### config.mk
export PLATFORM = sky130hd
export DESIGN_NAME = pe_share_arbiter
export DESIGN_NICKNAME = d
export VERILOG_FILES = /design/src/rtl/pe_share_arbiter.sv
export SDC_FILE = /design/constraint.sdc
export NUM_CORES = 1
export LEC_CHECK = 0
export CORE_MARGIN = 4
export CORE_UTILIZATION = 35
export CTS_CLUSTER_SIZE = 40
export DETAILED_ROUTE_END_ITERATION = 6
export PLACE_DENSITY = 0.62
export SYNTH_ARGS = -nofsm -noshare
export SYNTH_HDL_FRONTEND = slang
export SYNTH_SLANG_ARGS = --single-unit
### constraint.sdc
create_clock -name clk -period 18.25 [get_ports clk]
set_input_delay 2.7375 -clock clk [delete_from_list [all_inputs] [get_ports clk]]
set_output_delay 2.7375 -clock clk [all_outputs]
set_load 0.05 [all_outputs]
### src/rtl/pe_share_arbiter.sv
// Shares one fixed-latency, tagless processing element among NUM_REQ requesters.
// Round-robin issue, shadow tag pipeline, and credit-protected per-requester response FIFOs.
module pe_share_arbiter #(
    parameter int unsigned NUM_REQ = 4,
    parameter int unsigned WIDTH   = 16,
    parameter int unsigned LATENCY = 15,
    parameter int unsigned DEPTH   = 4
) (
    input  logic                       clk,
    input  logic                       rst,
    input  logic [NUM_REQ-1:0]         req_valid,
    input  logic [NUM_REQ*WIDTH-1:0]   req_data,
    output logic [NUM_REQ-1:0]         req_ready,
    output logic [WIDTH-1:0]           pe_data_in,
    input  logic [WIDTH-1:0]           pe_data_out,
    output logic [NUM_REQ-1:0]         rsp_valid,
    output logic [NUM_REQ*WIDTH-1:0]   rsp_data,
    input  logic [NUM_REQ-1:0]         rsp_ready,
    output logic                       busy
);

    localparam int unsigned IDX_W = (NUM_REQ > 1) ? $clog2(NUM_REQ) : 1;
    localparam int unsigned CNT_W = $clog2(DEPTH + 1);
    localparam int unsigned PTR_W = (DEPTH > 1) ? $clog2(DEPTH) : 1;
    localparam int unsigned INF_W = $clog2(LATENCY + 1);

    logic [IDX_W-1:0]   ptr_q, ptr_d;
    logic [LATENCY-1:0] tag_vld_q, tag_vld_d;
    logic [IDX_W-1:0]   tag_own_q [LATENCY];
    logic [IDX_W-1:0]   tag_own_d [LATENCY];
    logic [CNT_W-1:0]   count_q [NUM_REQ];
    logic [CNT_W-1:0]   count_d [NUM_REQ];
    logic [PTR_W-1:0]   rd_q [NUM_REQ];
    logic [PTR_W-1:0]   rd_d [NUM_REQ];
    logic [PTR_W-1:0]   wr_q [NUM_REQ];
    logic [PTR_W-1:0]   wr_d [NUM_REQ];
    logic [WIDTH-1:0]   mem_q [NUM_REQ][DEPTH];

    logic [INF_W-1:0]   inflight [NUM_REQ];
    logic [NUM_REQ-1:0] eligible;
    logic [NUM_REQ-1:0] push;
    logic [NUM_REQ-1:0] pop;
    logic               issue;
    logic [IDX_W-1:0]   grant_idx;
    logic [31:0]        cand;

    function automatic logic [PTR_W-1:0] ptr_inc(input logic [PTR_W-1:0] p);
        return (p == PTR_W'(DEPTH - 1)) ? '0 : p + PTR_W'(1);
    endfunction

    // Credit from registered state only: free = DEPTH - (queued + in flight)
    always_comb begin
        for (int i = 0; i < NUM_REQ; i++) begin
            inflight[i] = '0;
            for (int s = 0; s < LATENCY; s++) begin
                if (tag_vld_q[s] && (tag_own_q[s] == IDX_W'(i))) begin
                    inflight[i] = inflight[i] + INF_W'(1);
                end
            end
            eligible[i] = req_valid[i] &&
                          ((32'(count_q[i]) + 32'(inflight[i])) < 32'(DEPTH));
        end
    end

    // Round-robin grant starting at the pointer; gated off while in reset
    always_comb begin
        issue     = 1'b0;
        grant_idx = '0;
        cand      = '0;
        for (int k = 0; k < NUM_REQ; k++) begin
            cand = (32'(ptr_q) + 32'(k)) % 32'(NUM_REQ);
            if (!issue && eligible[IDX_W'(cand)]) begin
                issue     = 1'b1;
                grant_idx = IDX_W'(cand);
            end
        end
        issue     = issue && rst;
        req_ready = '0;
        if (issue) begin
            req_ready[grant_idx] = 1'b1;
        end
        pe_data_in = issue ? req_data[32'(grant_idx)*WIDTH +: WIDTH] : '0;
        ptr_d = ptr_q;
        if (issue) begin
            ptr_d = (grant_idx == IDX_W'(NUM_REQ - 1)) ? '0 : grant_idx + IDX_W'(1);
        end
    end

    // Tag pipeline shift and FIFO pointer/count updates
    always_comb begin
        tag_vld_d[0] = issue;
        tag_own_d[0] = grant_idx;
        for (int s = 1; s < LATENCY; s++) begin
            tag_vld_d[s] = tag_vld_q[s-1];
            tag_own_d[s] = tag_own_q[s-1];
        end
        for (int i = 0; i < NUM_REQ; i++) begin
            push[i]    = tag_vld_q[LATENCY-1] && (tag_own_q[LATENCY-1] == IDX_W'(i));
            pop[i]     = rsp_valid[i] && rsp_ready[i];
            count_d[i] = count_q[i] + CNT_W'(push[i]) - CNT_W'(pop[i]);
            wr_d[i]    = push[i] ? ptr_inc(wr_q[i]) : wr_q[i];
            rd_d[i]    = pop[i]  ? ptr_inc(rd_q[i]) : rd_q[i];
        end
    end

    // FIFO heads are presented as zero when empty so reset leaves rsp_data at 0
    always_comb begin
        busy     = |tag_vld_q;
        rsp_data = '0;
        for (int i = 0; i < NUM_REQ; i++) begin
            rsp_valid[i] = (count_q[i] != '0);
            if (rsp_valid[i]) begin
                rsp_data[i*WIDTH +: WIDTH] = mem_q[i][rd_q[i]];
            end
            busy = busy | rsp_valid[i];
        end
    end

    always_ff @(posedge clk or negedge rst) begin
        if (!rst) begin
            ptr_q     <= '0;
            tag_vld_q <= '0;
            for (int s = 0; s < LATENCY; s++) begin
                tag_own_q[s] <= '0;
            end
            for (int i = 0; i < NUM_REQ; i++) begin
                count_q[i] <= '0;
                rd_q[i]    <= '0;
                wr_q[i]    <= '0;
            end
        end else begin
            ptr_q     <= ptr_d;
            tag_vld_q <= tag_vld_d;
            for (int s = 0; s < LATENCY; s++) begin
                tag_own_q[s] <= tag_own_d[s];
            end
            for (int i = 0; i < NUM_REQ; i++) begin
                count_q[i] <= count_d[i];
                rd_q[i]    <= rd_d[i];
                wr_q[i]    <= wr_d[i];
            end
        end
    end

    // Storage needs no reset: validity lives entirely in the counts
    always_ff @(posedge clk) begin
        for (int i = 0; i < NUM_REQ; i++) begin
            if (push[i]) begin
                mem_q[i][wr_q[i]] <= pe_data_out;
            end
        end
    end

endmodule

==> impl_metrics.toml <==
[global_route]
grt_pass1_wl_mm = 75.1
grt_max_degree = 64
grt_pass1_vias = 13596
track_usage_pct = 14.8
grt_overflow = 0
grt_antenna_before_repair = 1

[critical_path]
slowest_delay_ps = 970
worstPathMaxFanout = 19
r2r_slack_ps = 6350
endpoint_kind = "output pin"
crit_path_frequent_cell = "ha_1"
start_kind = "register"
crit_required_ps = 15510
crit_type = "reg2out"
worstPathArrival_ps = 12800
cp_slowest_cell = "o2bb2ai_2"

[placed_design]
port_buffers = 178
gp_congestion = 0.842
dp_hpwl_mm = 34.7

[timing]
grt_setup_unrepaired = "no"
hold_viol = 0
worst_pin_slew_ps = 1240
timing.hold.ws_ps = 431
fin_crit_sh_pct = 85.2
setup_violations = 0
max_freq_mhz = 64.3
slew_headroom_pct = 16.6
tns_ps = 0
slew_violations = 0
clock-skew-final_ps = 35.6
timing.final.crit_period_ps = 15540

[route]
routed_via_density = 5.28
num_vias = 13697
routed-wl-met3_mm = 2.27
highest_layer = "met4"
wire_per_inst_um = 18.4
drt-pass1-iter-count = 5
wl_met2_mm = 24.4
ant_nets = 0
route.detailed.drc = 0
wl_mm = 47.7
drt_iter0_drc = 823
wl_met1_mm = 20.0

[logic_synthesis]
ys_ff_latch = 331
synth_ff_type = "edfxtp_1"
async_flop_share_pct = 22.7
synth_edf_count = 256
ys_warn_count = 0
ys_seq_area_share_pct = 47.1
synth.area.top_cells = "edfxtp_1, dfrtp_1, mux4_2, ha_1, xnor2_1"
syn_area_mm2 = 0.0203
yosysUniqueCellTypes = 91
synth_top_area_share_pct = 37.9
synth_fp_nets = 1866
syn_area_per_cell_um2 = 12.1
synth_largest_area_cell = "edfxtp_1"
synthTopCellsByCount = "edfxtp_1, xnor2_1, nand2_1"
netlist_instances = 1672
yosys.cell_count.top_type = "edfxtp_1"

[hold_path]
min_path_type = "reg2reg"

[clock_network]
cts_hold_buffers = 0
clkSinkCount = 331
cts_buffer_depth = 3
h-tree-depth = 2
clkLatencyLatePin_ps = 560
numCtsBuffers = 37
ctsResizeCount = 0
cts.clk_slew.worst_paths_ps = 60
cts_tree = "yes"
cts_root_buf = "clkbuf_16"
cts_setup_buffers = 0

[cells_and_area]
synthToLayoutAreaGrowth_pct = 17.5
nNetsFinal = 2003
antenna_cells_inserted = 0
fill_cells = 5205
drive_gt1_share_pct = 10.2

[job]
cap_violations = 0

[die]
core.rowCount = 87
dieArea_mm2 = 0.0619
io_pins = 179
core_mm2 = 0.0569
initial_utilization_pct = 35.6
chipHeight_um = 249
die_x_um = 249

[run_status]
status = "finished, final reports clean"
-- per-layer routing --
layer | vias to the layer above | GRT usage (%)
met5 | - | 0
met4 | 0 | 3.57
met3 | 80 | 2.29
met2 | 374 | 26.8
met1 | 6748 | 18.8
li1 | 6495 | -
-- path summary, 6_finish.rpt --
kind                                         start                       to  cells past startpoint
setup / recovery            tag_vld_q[1]$_DFF_PN0_             req_ready[3]                     51
hold / removal             tag_own_d[24]$_DFF_PN0_  tag_own_d[22]$_DFF_PN0_                      0
setup reg to reg            tag_vld_q[1]$_DFF_PN0_     ptr_q[1]$_DFFE_PN0P_                     50
hold reg to reg            tag_own_d[24]$_DFF_PN0_  tag_own_d[22]$_DFF_PN0_                      0
max in group asynchronous                      rst      rd_q[7]$_DFFE_PN0P_                      2
min in group asynchronous                      rst  tag_own_d[27]$_DFF_PN0_                      1
-- through the flow --
step	cell area (um^2)	utilization [%]	worst slack [ps]	instances
floorplan	20300	-	5220	1672
global placement	22700	39.9	3530	2526
detailed placement	22700	39.9	3280	2526
CTS	23800	41.9	2630	2593
global route	23800	41.9	1740	2593
finish	23800	41.9	2710	2593
-- state kept, by name, indices dropped and copies added, names as in the netlist --
register and count:
mem_q 256, ptr_q 2, tag_own_d 28, tag_vld_q 15, count_q 12, rd_q 8
wr_q 8, tag_own_q 2
-- cell usage in the layout (no fill, tap or decap), drive strengths merged, types with 19 or more instances in the layout --
cell,count
a21oi,41
a22oi,19
and2,89
and3,24
clkbuf,50
clkdlybuf4s50,177
dfrtp,75
edfxtp,256
ha,100
inv,83
mux2i,28
mux4,64
nand2,121
nand3,44
nand3b,20
nor2,75
nor3,28
o21ai,43
o22ai,20
xnor2,142
xor2,39
-- layout make-up --
cell class,instances,area (um^2),share of cell area [%]
inverter,78,294,1.23
multi-input combinational,1176,10100,42.2
sequential,331,9560,40.1
tap,756,946,3.97
clock inverter,17,165,0.693
timing repair buffer,185,1830,7.68
clock buffer,50,985,4.13
-- kinds of logic (layout without fill, tap and decap cells) --
family | Yosys count | count (layout) | share of synthesized area, %
xor+xnor | 199 | 199 | 10.8
compound gates | 246 | 246 | 8.41
fa+ha+maj | 104 | 104 | 6.56
simple gates | 524 | 524 | 14.6
buf+inv | 165 | 330 | 3.34
flops | 331 | 331 | 47.1
mux | 103 | 103 | 9.10
-- critical path, delay by kind of cell, from the launching register on --
family          cells  cell delay [ps]
mux                 1              300
buf+inv             5             1420
xor+xnor            9             1580
compound gates     15             3400
fa+ha+maj           9             2480
flops               1              440
simple gates       12             2590
Power is not shown: default switching activity piles up to over one toggle a cycle in this logic, so the estimate is an artifact.
